===== src/rtl/clock_pkg.sv =====
// Shared digital-clock definitions: segment type, digit patterns, default moduli.
// Segment bit order is {g,f,e,d,c,b,a}, active-low.
package clock_pkg;

  typedef logic [6:0] seg7_t;

  localparam seg7_t SEG_BLANK = 7'b1111111;
  localparam seg7_t SEG_0     = 7'b1000000;
  localparam seg7_t SEG_1     = 7'b1111001;
  localparam seg7_t SEG_2     = 7'b0100100;
  localparam seg7_t SEG_3     = 7'b0110000;
  localparam seg7_t SEG_4     = 7'b0011001;
  localparam seg7_t SEG_5     = 7'b0010010;
  localparam seg7_t SEG_6     = 7'b0000010;
  localparam seg7_t SEG_7     = 7'b1111000;
  localparam seg7_t SEG_8     = 7'b0000000;
  localparam seg7_t SEG_9     = 7'b0010000;

  localparam int unsigned SEC_MOD_DEF = 60;
  localparam int unsigned MIN_MOD_DEF = 60;

endpackage


===== src/rtl/dec_7seg.sv =====
// BCD digit to active-low seven-segment pattern; non-BCD codes blank the digit.
module dec_7seg
  import clock_pkg::*;
(
  input  logic [3:0] bcd,
  output seg7_t      seg
);

  always_comb begin
    seg = SEG_BLANK;
    case (bcd)
      4'd0: seg = SEG_0;
      4'd1: seg = SEG_1;
      4'd2: seg = SEG_2;
      4'd3: seg = SEG_3;
      4'd4: seg = SEG_4;
      4'd5: seg = SEG_5;
      4'd6: seg = SEG_6;
      4'd7: seg = SEG_7;
      4'd8: seg = SEG_8;
      4'd9: seg = SEG_9;
      default: seg = SEG_BLANK;
    endcase
  end

endmodule


===== src/rtl/count_ms.sv =====
// Minutes/seconds counter with manual minute advance and hour carry output.
// COUNT_MS_ADV_EDGE_EN: advance once per adv_min rising edge; otherwise level mode gated by enb.
module count_ms
  import clock_pkg::*;
#(
  parameter int unsigned SEC_MOD = SEC_MOD_DEF,
  parameter int unsigned MIN_MOD = MIN_MOD_DEF
) (
  input  logic  clk,
  input  logic  rst,
  input  logic  enb,
  input  logic  adv_min,
  output logic  hr_tick,
  output seg7_t m1,
  output seg7_t m0,
  output seg7_t s1,
  output seg7_t s0
);

  localparam int unsigned SW = $clog2(SEC_MOD);
  localparam int unsigned MW = $clog2(MIN_MOD);

  logic [SW-1:0] sec;
  logic [MW-1:0] min;
  logic          sec_last;
  logic          min_last;
  logic          carry;
  logic          adv_step;
  logic          min_inc;
  logic [3:0]    s_tens, s_ones, m_tens, m_ones;

  assign sec_last = (sec == SW'(SEC_MOD - 1));
  assign min_last = (min == MW'(MIN_MOD - 1));
  assign carry    = enb & sec_last;

`ifdef COUNT_MS_ADV_EDGE_EN
  logic adv_q;

  // Reset value 0 makes a button held through reset release count as one edge.
  always_ff @(posedge clk) begin
    if (rst) adv_q <= 1'b0;
    else     adv_q <= adv_min;
  end

  assign adv_step = adv_min & ~adv_q;
`else
  assign adv_step = adv_min & enb;
`endif

  // Carry and manual advance coinciding still move the minute by one.
  assign min_inc = carry | adv_step;

  always_ff @(posedge clk) begin
    if (rst) begin
      sec <= '0;
      min <= '0;
    end else begin
      if (enb)
        sec <= sec_last ? '0 : sec + SW'(1);
      if (min_inc)
        min <= min_last ? '0 : min + MW'(1);
    end
  end

  assign hr_tick = carry & min_last & ~rst;

  always_comb begin
    s_tens = 4'(32'(sec) / 32'd10);
    s_ones = 4'(32'(sec) % 32'd10);
    m_tens = 4'(32'(min) / 32'd10);
    m_ones = 4'(32'(min) % 32'd10);
  end

  dec_7seg u_dec_m1 (.bcd(m_tens), .seg(m1));
  dec_7seg u_dec_m0 (.bcd(m_ones), .seg(m0));
  dec_7seg u_dec_s1 (.bcd(s_tens), .seg(s1));
  dec_7seg u_dec_s0 (.bcd(s_ones), .seg(s0));

endmodule


===== config.mk =====
export PLATFORM = sky130hd
export DESIGN_NAME = count_ms
export DESIGN_NICKNAME = d
export VERILOG_FILES = /design/src/rtl/clock_pkg.sv /design/src/rtl/dec_7seg.sv /design/src/rtl/count_ms.sv
export SDC_FILE = /design/constraint.sdc
export NUM_CORES = 1
export LEC_CHECK = 0
export BUFFER_PORTS_ARGS = -buffer_cell sky130_fd_sc_hd__buf_2
export CAP_MARGIN = 20
export CORE_MARGIN = 2
export CORE_UTILIZATION = 30
export DETAILED_ROUTE_END_ITERATION = 12
export GPL_TIMING_DRIVEN = 0
export PLACE_DENSITY = 0.58
export REMOVE_ABC_BUFFERS = 1
export SLEW_MARGIN = 5
export SYNTH_ARGS = -nofsm -noshare
export SYNTH_HDL_FRONTEND = slang
export SYNTH_SLANG_ARGS = --single-unit

===== constraint.sdc =====
create_clock -name clk -period 5.7 [get_ports clk]
set_input_delay 1.14 -clock clk [delete_from_list [all_inputs] [get_ports clk]]
set_output_delay 1.14 -clock clk [all_outputs]
set_load 0.01 [all_outputs]

* Word-level counts from Yosys, hierarchy flattened
Memory sizes are Yosys's and may differ from the RTL's.
Cells that the tools add are included.
** Word-level totals
- Register bits after elaboration :: 12
- ROM bits :: 448
- Output and inout port bits :: 29
- Word-level logic and storage cells :: 22
- Memories :: 4
** Memory list
- (no name shown) :: words 16, bits a word 7, rd ports 1, clocked after memory_dff 0, wr ports 0, RTL line dec_7seg.sv:11 : case (bcd)
- (no name shown) :: words 16, bits a word 7, rd ports 1, clocked after memory_dff 0, wr ports 0, RTL line dec_7seg.sv:11
- (no name shown) :: words 16, bits a word 7, rd ports 1, clocked after memory_dff 0, wr ports 0, RTL line dec_7seg.sv:11
- (no name shown) :: words 16, bits a word 7, rd ports 1, clocked after memory_dff 0, wr ports 0, RTL line dec_7seg.sv:11
** Operators by class
- Add/sub/neg operators :: 2
- Div/mod/pow operators :: 4
- Equality and inequality tests :: 2
- Muxes and demuxes :: 2
- Bitwise logic cells :: 6
** Operators with widths (count)
- divider 6 x 4 -> 32 bit (second input constant) :: 2
- modulo 6 x 4 -> 32 bit (second input constant) :: 2
- adder 6 x 1 -> 6 bit (second input constant) :: 2
- equality test 6 bit (second input constant) :: 2
- 2-to-1 mux 6 bit :: 2
- AND 1 bit :: 4
- NOT 1 bit :: 1
- OR 1 bit :: 1

* Longest topological paths before layout
Gate-level depths: netlist of the first run.
- Word-level depth :: 4
- Depth in mapped cells :: 18

* By module
From an unflattened synthesis of the first run, not the netlist that was laid out.
** Second synthesis, totals
- Cells, all modules :: 303
- Area, all modules :: 2163.3 um2
** By module, submodules not included
- count_ms :: times used 1, cells each 173, area each 1332.5 um2, sequential area each 240.2 um2
- dec_7seg at u_dec_m1 ... :: times used 3, cells each 33, area each 210.2 um2, sequential area each 0.0 um2
- dec_7seg at u_dec_m0 :: times used 1, cells each 31, area each 200.2 um2, sequential area each 0.0 um2

* Worst setup path after synthesis of the first run
OpenSTA, ideal clock, no wires.
- Path kind :: register to output
- From :: register min[3]
- To :: output port m0[4]
- Arrival time :: 3.240 ns
- Required time :: 4.560 ns
- Path slack :: 1.320 ns
- Stages on the path, launching flop included :: 19
- Buffers on the path :: 2
- Cells stage by stage :: dfxtp_1 > buf_2 > buf_6 > inv_1 > ha_1 > inv_1 > ha_1 > nor2b_1 > a311oi_1 > a211oi_1 > nand3_2 > inv_2 > xnor2_1 > inv_1 > ha_1 > o21ai_0 > o21ai_0 > a222oi_1 > o21a_1
** Between the ends
- Longest elaborated chain between the ends :: 2
** Ends and longest elaborated chain
- start, declared :: RTL line count_ms.sv:24 : logic [MW-1:0] min;
- start signal, assigned :: RTL line count_ms.sv:61 : min <= min_last ? '0 : min + MW'(1);
- modulo 6 x 4 -> 32 bit :: RTL line count_ms.sv:71 : m_ones = 4'(32'(min) % 32'd10);
- memory read (16 x 7 bit)
- end, declared :: RTL line count_ms.sv:15 : output seg7_t m0,
No other way between the ends.

* Worst setup path in the final report of the first run
- From :: register min[4]
- To :: output port m0[4]
Same word-level chain as after synthesis.

==> flow_summary.ini, run 1 <==
[grt]
grt_remaining_overflow = 0
grt_pass1_vias = 1745
grt_pass1_wl_microns = 7870
antenna_found_initial = 0
grt_max_degree = 24
grtUsageTotal_pct = 11.8

[timing]
fin_skew_ns = 0.00195
max_freq_mhz = 190
rsz0062_at_grt = no
period_minus_slack_ns = 5.26
slew_headroom_pct = 48.0
hold_viol_final = 0
period_share_pct = 92.4
setup_violations = 0
tightest_slew_ns = 0.758
drv_slew = 0
setup_tns_ns = 0

[synthesis]
yosys.area.top_type_share_pct = 19.1
yosys_warnings = 0
ys_seq_area_share_pct = 11.1
synthArstFlopShare_pct = 0
syn_area_sq_um = 2160
synth-seq-cells = 12
yosysTopAreaCell = ha_1
ys_types = 64
synth.top_cells.by_area = ha_1, dfxtp_1, a21oi_1, nand2_1, xnor2_1
synth_enable_flop_cells = 0
synth.avg_cell_area_sq_um = 7.41
synthCells = 292
synth_flop_cell = dfxtp_1

[pwr]
clkPwrFrac_pct = 37.0
p_sw_uw = 72.7
power_uw = 251
p_sw_share_pct = 29.0
p_leak_nw = 1.07
pwr-share-comb_pct = 26.1
intPower_uw = 178
seqPwrFrac_pct = 36.9
vdd_drop_max_mv = 0.0658
power.density_nw_per_um2 = 104

[clocking]
cts_buffers = 3
clock_latency_ns = 0.24
cts.sinks = 12
clkTransAtPathRegs_ns = 0.05
cts_post_setup_buffers_inserted = 0
htree_levels = 1
cts_hold_buf = 0
clockBufferDepth = 2
cts_root_buf = clkbuf_8
cts_tree = built
post_cts_resized = 0

[layout]
final_common_cell = ha_1
area_growth_pct = 11.1
nNetsFinal = 350
fillCellCount = 745
layout-drive-gt1-share_pct = 17.3
n_antenna_cell = 0
final_cell_mix = ha_1, buf_2, nand2_1

[routing]
wl_per_cell_microns = 11.2
first_pass_iters = 4
drt_drc_violations_left = 0
vias = 2047
totalWireLength_microns = 4580
drt-initial-drc-count = 68
drtAntennaViolNets = 0
vias_per_cell = 5.02

[placed_design]
gp_congestion = 0.877
portBuffers = 32
dp_hpwl_microns = 3480

[critical_path]
start_kind = register
worstSetupPathType = register to primary output
worstReg2RegEnd = min[5]$_SDFFE_PP0P_
critPathRequiredTime_ns = 4.56
r2r-start = sec[5]$_SDFFE_PP0P_
cp-end-kind = primary output
worst-path-max-fanout = 14
worstSetupStartpoint = min[4]$_SDFFE_PP0P_
reg2reg_depth = 6
cp.arrival_ns = 4.12
reg2reg_slack_ns = 3.38

[floorplan]
die_h_microns = 88.9
initial_core_util_pct = 31.5
die_w_microns = 88.9
core_sq_um = 6870
rows = 30
dieArea_sq_um = 7910
io_pins = 33

[hold_path]
min_from = sec[0]$_SDFFE_PP0P_
hold_depth = 2
hold_path.class = register to register
holdPathEnd = sec[0]$_SDFFE_PP0P_

[job]
drv_cap = 0

[outcome]
outcome = completed
state kept, by name, summed over array words and instances, names as in the netlist:
register,count
sec,6
min,6
worst max path at each step:
stage,end,slack [ns]
finish,m0[4],0.44
global route,m0[4],0.03
CTS,m0[4],0.26
detailed placement,m0[4],0.54
global placement,m0[4],0.53
floorplan,m0[4],1.24
worst max-delay path, stage by stage, from the launching register on:
cell and delay (ns):
dfxtp_1 0.63, inv_2 0.17, ha_1 0.22, inv_1 0.05, ha_1 0.25, nor2b_1 0.25, a311oi_1 0.16, a211oi_1 0.43
nand3_2 0.20, inv_2 0.19, xnor2_1 0.22, inv_1 0.14, ha_1 0.23, o21ai_0 0.08, o21ai_0 0.10, a222oi_1 0.29
o21a_1 0.14, buf_2 0.12
area by class of cell:
class | count | area [sq um] | share of cell area (%)
Multi-Input combinational cell | 239 | 1730 | 72.1
Sequential cell | 12 | 241 | 10.0
Inverter | 25 | 93.8 | 3.90
Timing Repair Buffer | 32 | 160 | 6.66
Tap cell | 96 | 120 | 5.00
Clock buffer | 4 | 55.1 | 2.29
power by group through the flow:
stage / registers [mW] / clock network (mW) / logic, mW
2_1_floorplan: 0.0926 / 0 / 0.0477
3_3_place_gp: 0.0941 / 0 / 0.0652
3_5_place_dp: 0.0944 / 0 / 0.0660
4_1_cts: 0.0926 / 0.0957 / 0.0665
5_1_grt: 0.0933 / 0.0998 / 0.0753
6_report: 0.0924 / 0.0926 / 0.0655
cells in the mapped netlist (3+ instances only):
cell type,count
nor2b_1,4
inv_1,23
a21o_1,3
o21a_1,5
nor2_1,23
o211ai_1,3
buf_6,3
dfxtp_1,12
a21oi_1,22
nand3_1,4
nand3b_1,3
nand2b_1,9
clkbuf_1,4
or3_1,3
o31ai_1,4
a211oi_1,4
mux2i_1,8
o21ai_0,15
nand2_1,24
xor2_1,3
buf_2,8
ha_1,33
xnor2_1,10
and2_1,5
nand4_1,7
or2_1,3
stage by stage:
stage / setup WS [ns] / utilization (%) / instance area, sq um / std cells / hold slack (ns)
6_report: 0.435 / 35.0 / 2400 / 408 / 0.626
5_1_grt: 0.0312 / 35.0 / 2400 / 408 / 0.677
4_1_cts: 0.259 / 35.0 / 2400 / 408 / 0.635
3_5_place_dp: 0.543 / 34.2 / 2350 / 404 / 0.621
3_3_place_gp: 0.527 / 34.2 / 2350 / 404 / 0.602
2_1_floorplan: 1.24 / - / 2070 / 276 / 0.562
routing by layer:
layer	vias to the layer above	wire length, microns	global-route usage, %
met2	39	2090	19.8
met4	0	18	0.826
met1	925	2290	16.6
li1	1081	-	-
met5	-	0	0
met3	2	187	1.94
cells by family (layout without fill, tap and decap cells):
family	count (synthesis)	after routing	share of synthesized area, %
simple gates	100	100	24.3
buf+inv	41	61	8.79
compound gates	83	83	26.7
fa+ha+maj	33	33	19.1
xor+xnor	13	13	5.26
mux	10	10	4.74
flops	12	12	11.1
(Power assumes the default switching activity.)
==> run 2, diff against run 1 <==
- CORE_ASPECT_RATIO: unset -> 0.75
==> run 2 against run 1 <==
Compared with the run above: register-to-register slack barely moved; final cell count grew 0.49%; first-iteration DRC count increased by 87%; wire length down 2.8%; global-route usage about the same; critical path type unchanged; critical endpoint unchanged; largest cell class unchanged.
==> flow_summary.ini, run 2 (same netlist as run 1, synthesis figures left out) <==
[critical_path]
r2r-start = sec[5]$_SDFFE_PP0P_
start_kind = register
critical_path_buf_inv_count = 5
reg2reg_slack_ns = 3.38
worst-path-max-fanout = 19
critical-path-top-delay-family = compound AO/OA/AOI/OAI gates
critPathRequiredTime_ns = 4.56
cp-end-kind = primary output
path_cells = inv_1, ha_1, inv_1, ha_1, nor2b_1, a311oi_1, a211oi_1, nand3_2, inv_2, xnor2_1, inv_1, ha_1, o21ai_0, o21ai_0, a222oi_1, o21a_1, buf_2
cp.arrival_ns = 4.20
worstSetupPathType = register to primary output
reg2reg_depth = 6
worstReg2RegEnd = min[5]$_SDFFE_PP0P_
max_stage_delay_ns = 0.71
slowest_stage = dfxtp_1

[pwr]
p_leak_nw = 1.07
vdd_drop_max_mv = 0.0692
power.density_nw_per_um2 = 103

[clocking]
clockBufferDepth = 2
cts_buffers = 3
cts_post_setup_buffers_inserted = 0
cts_hold_buf = 0
cts.sinks = 12
post_cts_resized = 0
cts_tree = built
clkTransAtPathRegs_ns = 0.05
cts_root_buf = clkbuf_8
htree_levels = 1
clock_latency_ns = 0.24

[routing]
wl_per_cell_microns = 10.9
drt-initial-drc-count = 127
first_pass_iters = 4
vias_per_cell = 4.91
totalWireLength_microns = 4460
drt_drc_violations_left = 0
vias = 2012
drtAntennaViolNets = 0

[layout]
layout-drive-gt1-share_pct = 17.0
n_antenna_cell = 0
nNetsFinal = 350
fillCellCount = 773
multi_input_area_sq_um = 1730
reg_top3 = min (6), sec (6)
final_cell_mix = ha_1, buf_2, nand2_1
final_util_pct = 34.9
final_common_cell = ha_1
area.sequential_sq_um = 240
area_growth_pct = 11.2

[timing]
setup_violations = 0
tightest_slew_ns = 0.718
fin_skew_ns = 0.00423
rsz0062_at_grt = no
max_freq_mhz = 187
period_share_pct = 93.7
drv_slew = 0
setup_tns_ns = 0
hold_viol_final = 0
slew_headroom_pct = 50.7
period_minus_slack_ns = 5.34

[floorplan]
core_sq_um = 6900
die_h_microns = 77.5
rows = 26
dieArea_sq_um = 7910
initial_core_util_pct = 31.4
die_w_microns = 102
io_pins = 33

[grt]
grt_remaining_overflow = 0
antenna_found_initial = 0
grt_pass1_vias = 1802
grt_pass1_wl_microns = 8020
grt_max_degree = 24
grtUsageTotal_pct = 11.8

[outcome]
outcome = completed

[hold_path]
hold_path.class = register to register
hold_depth = 2
min_from = sec[0]$_SDFFE_PP0P_
holdPathEnd = sec[0]$_SDFFE_PP0P_

[placed_design]
gp_congestion = 0.793
dp_hpwl_microns = 3500
portBuffers = 32

[job]
drv_cap = 0
## run 2: cell counts in the layout (fill, tap and decap cells not counted)
No cell type changed its count.
## run 2: worst reg2reg max path, delay by kind of cell, from the launching register on
kind / cells / cell delay [ns]
AOI/OAI and AO/OA: 1 / 0.13
and+or+nand+nor: 4 / 1.37
DFF: 1 / 0.53
buffers and inverters: 1 / 0.21
## run 2: power by group
part / switching (mW) / internal (mW) / total (mW) / leakage [nW]
Sequential: 0.00564 / 0.0865 / 0.0921 / 0.0973
Clock: 0.0305 / 0.0609 / 0.0914 / 0.0288
Combinational: 0.0347 / 0.0304 / 0.0651 / 0.943
## run 2: worst max-delay path by stage
stage | slack (ns) | endpoint | startpoint | depth (start not counted)
2_1_floorplan | 1.24 | m0[4] | min[3]$_SDFFE_PP0P_ | 16
6_report | 0.36 | m0[4] | min[3]$_SDFFE_PP0P_ | 17
5_1_grt | 0.005 | m0[4] | min[3]$_SDFFE_PP0P_ | 17
4_1_cts | 0.34 | m0[4] | min[3]$_SDFFE_PP0P_ | 17
3_5_place_dp | 0.62 | m0[4] | min[3]$_SDFFE_PP0P_ | 17
3_3_place_gp | 0.56 | m0[4] | min[3]$_SDFFE_PP0P_ | 17
## run 2: stage by stage
step	hold slack, ns	std cells	total power, mW	area (sq um)	worst slack [ns]
after floorplan	0.562	276	0.140	2070	1.24
after global placement	0.609	406	0.159	2350	0.563
after detailed placement	0.611	406	0.160	2350	0.616
after CTS	0.620	410	0.252	2400	0.343
after global routing	0.644	410	0.266	2400	0.00534
final	0.612	410	0.249	2400	0.359
## run 2: layout make-up
cell class	count	area share (%)
multi-input cells	239	72.1
clock buffers	4	2.29
inverters	25	3.90
well taps	98	5.10
repair buffers	32	6.66
flip-flops and latches	12	9.99
## run 2: metal layers
layer	up-vias	wire [microns]	GRT usage [%]
met5	-	0	0
met4	0	10	1.20
met3	2	152	2.25
met2	27	1820	17.8
met1	908	2470	17.8
li1	1075	-	-
==> run 3, diff against run 2 <==
- CAP_MARGIN: 20 -> 30
- CORE_UTILIZATION: 30 -> 40
- PLACE_DENSITY: 0.58 -> 0.7
==> run 3 against run 2 <==
Compared with the run above: register-to-register slack about the same; count of clock-buffer cells in the layout decreased by 1; maximum frequency increased by 1.8%; sequential cell count unchanged; highest routed layer unchanged.
==> flow_summary.ini, run 3 (same netlist as run 1, synthesis figures left out) <==
[outcome]
outcome = completed

[placed_design]
dp_hpwl_microns = 3400
gp_congestion = 0.835
place_area_sq_um = 2320
portBuffers = 32

[timing]
max_freq_mhz = 191
rsz0062_at_grt = no
hold_viol_final = 0
slew_headroom_pct = 48.5
drv_slew = 0
period_minus_slack_ns = 5.25
setup_violations = 0
fin_skew_ns = 0.00178
setup_tns_ns = 0
tightest_slew_ns = 0.751
period_share_pct = 92.1

[routing]
drt_drc_violations_left = 0
first_pass_iters = 5
vias_per_cell = 5.17
wl_per_cell_microns = 11.3
drtAntennaViolNets = 0
drt-initial-drc-count = 176
vias = 1994
totalWireLength_microns = 4360

[critical_path]
reg2reg_slack_ns = 3.38
worstSetupPathType = register to primary output
start_kind = register
cp-end-kind = primary output
critPathRequiredTime_ns = 4.56
worst-path-max-fanout = 14
cp.arrival_ns = 4.11

[layout]
fillCellCount = 513
design_area_sq_um = 2360
area_growth_pct = 9.25
n_antenna_cell = 0
layout-drive-gt1-share_pct = 17.0
area.sequential_sq_um = 241
final_common_cell = ha_1
multi_input_area_sq_um = 1730
nNetsFinal = 350
reg_top3 = min (6), sec (6)
final_cell_mix = ha_1, buf_2, nand2_1

[grt]
grt_max_degree = 24
grt_pass1_vias = 1653
grt_remaining_overflow = 0
grt_pass1_wl_microns = 7430
antenna_found_initial = 0
grtUsageTotal_pct = 15.2

[pwr]
power.density_nw_per_um2 = 98.5
clkPwrFrac_pct = 32.5
intPower_uw = 163
p_sw_uw = 69.6
p_sw_share_pct = 29.9
pwr-share-comb_pct = 27.8
vdd_drop_max_mv = 0.0682
p_leak_nw = 1.06
seqPwrFrac_pct = 39.6

[clocking]
cts_tree = built
cts.sinks = 12
htree_levels = 1
cts_buffers = 3
cts_post_setup_buffers_inserted = 0
cts_root_buf = clkbuf_8
clock_latency_ns = 0.24
clkTransAtPathRegs_ns = 0.05
clockBufferDepth = 2

[floorplan]
io_pins = 33
rows = 23
core_sq_um = 5270
initial_core_util_pct = 41.1
die_w_microns = 88.9
die_h_microns = 67.7
dieArea_sq_um = 6020

[job]
drv_cap = 0

[hold_path]
hold_path.class = register to register
## run 3: cell type report
type / instances / share of cell area (%)
repair buffers: 32 / 6.78
clock buffers: 3 / 1.75
multi-input cells: 239 / 73.3
flip-flops and latches: 12 / 10.2
inverters: 25 / 3.97
well taps: 75 / 3.97
## run 3: layer usage
metal | share of wire (%) | wire length [microns] | track usage [%] | vias to the layer above
li1 | - | - | - | 1070
met2 | 41 | 1780 | 21.6 | 33
met4 | 0.78 | 34 | 3.79 | 0
met5 | 0 | 0 | 0 | -
met3 | 3.2 | 138 | 2.57 | 5
met1 | 55 | 2410 | 23.1 | 886
## run 3: worst max-delay path, stage by stage (launching register included)
cell,delay (ns)
dfxtp_1,0.65
inv_2,0.17
ha_1,0.22
inv_1,0.05
ha_1,0.24
nor2b_1,0.27
a311oi_1,0.14
a211oi_1,0.42
nand3_2,0.20
inv_2,0.20
xnor2_1,0.22
inv_1,0.14
ha_1,0.23
o21ai_0,0.07
o21ai_0,0.09
a222oi_1,0.30
o21a_1,0.14
buf_2,0.12
## run 3: power groups by stage
| stage | combinational [mW] | sequential [mW] | clock [mW] |
|---|---|---|---|
| 2_1_floorplan | 0.0477 | 0.0926 | 0 |
| 3_3_place_gp | 0.0641 | 0.0939 | 0 |
| 3_5_place_dp | 0.0650 | 0.0940 | 0 |
| 4_1_cts | 0.0655 | 0.0923 | 0.0782 |
| 5_1_grt | 0.0754 | 0.0928 | 0.0838 |
| 6_report | 0.0648 | 0.0923 | 0.0758 |
## run 3: timing repair
action	in CTS	in global routing
endpoints found under the setup margin	0	1
hold endpoints to repair	0	0
resized for setup	0	1
hold buffers	0	0
## run 3: final timing paths
| kind | cells after the start | from | end |
|---|---|---|---|
| max | 17 | min[4]$_SDFFE_PP0P_ | m0[4] |
| min | 2 | sec[0]$_SDFFE_PP0P_ | sec[0]$_SDFFE_PP0P_ |
| max reg2reg | 6 | sec[5]$_SDFFE_PP0P_ | min[5]$_SDFFE_PP0P_ |
| min reg2reg | 2 | sec[0]$_SDFFE_PP0P_ | sec[0]$_SDFFE_PP0P_ |
## run 3: stage by stage
stage	worst slack, ns	total power [mW]	util, %	std cells	hold WS (ns)
after CTS	0.278	0.236	44.9	386	0.617
after floorplan	1.24	0.140	-	276	0.562
after detailed placement	0.559	0.159	44.1	383	0.611
after global routing	0.0538	0.252	44.9	386	0.670
final	0.451	0.233	44.9	386	0.614
after global placement	0.588	0.158	44.1	383	0.609
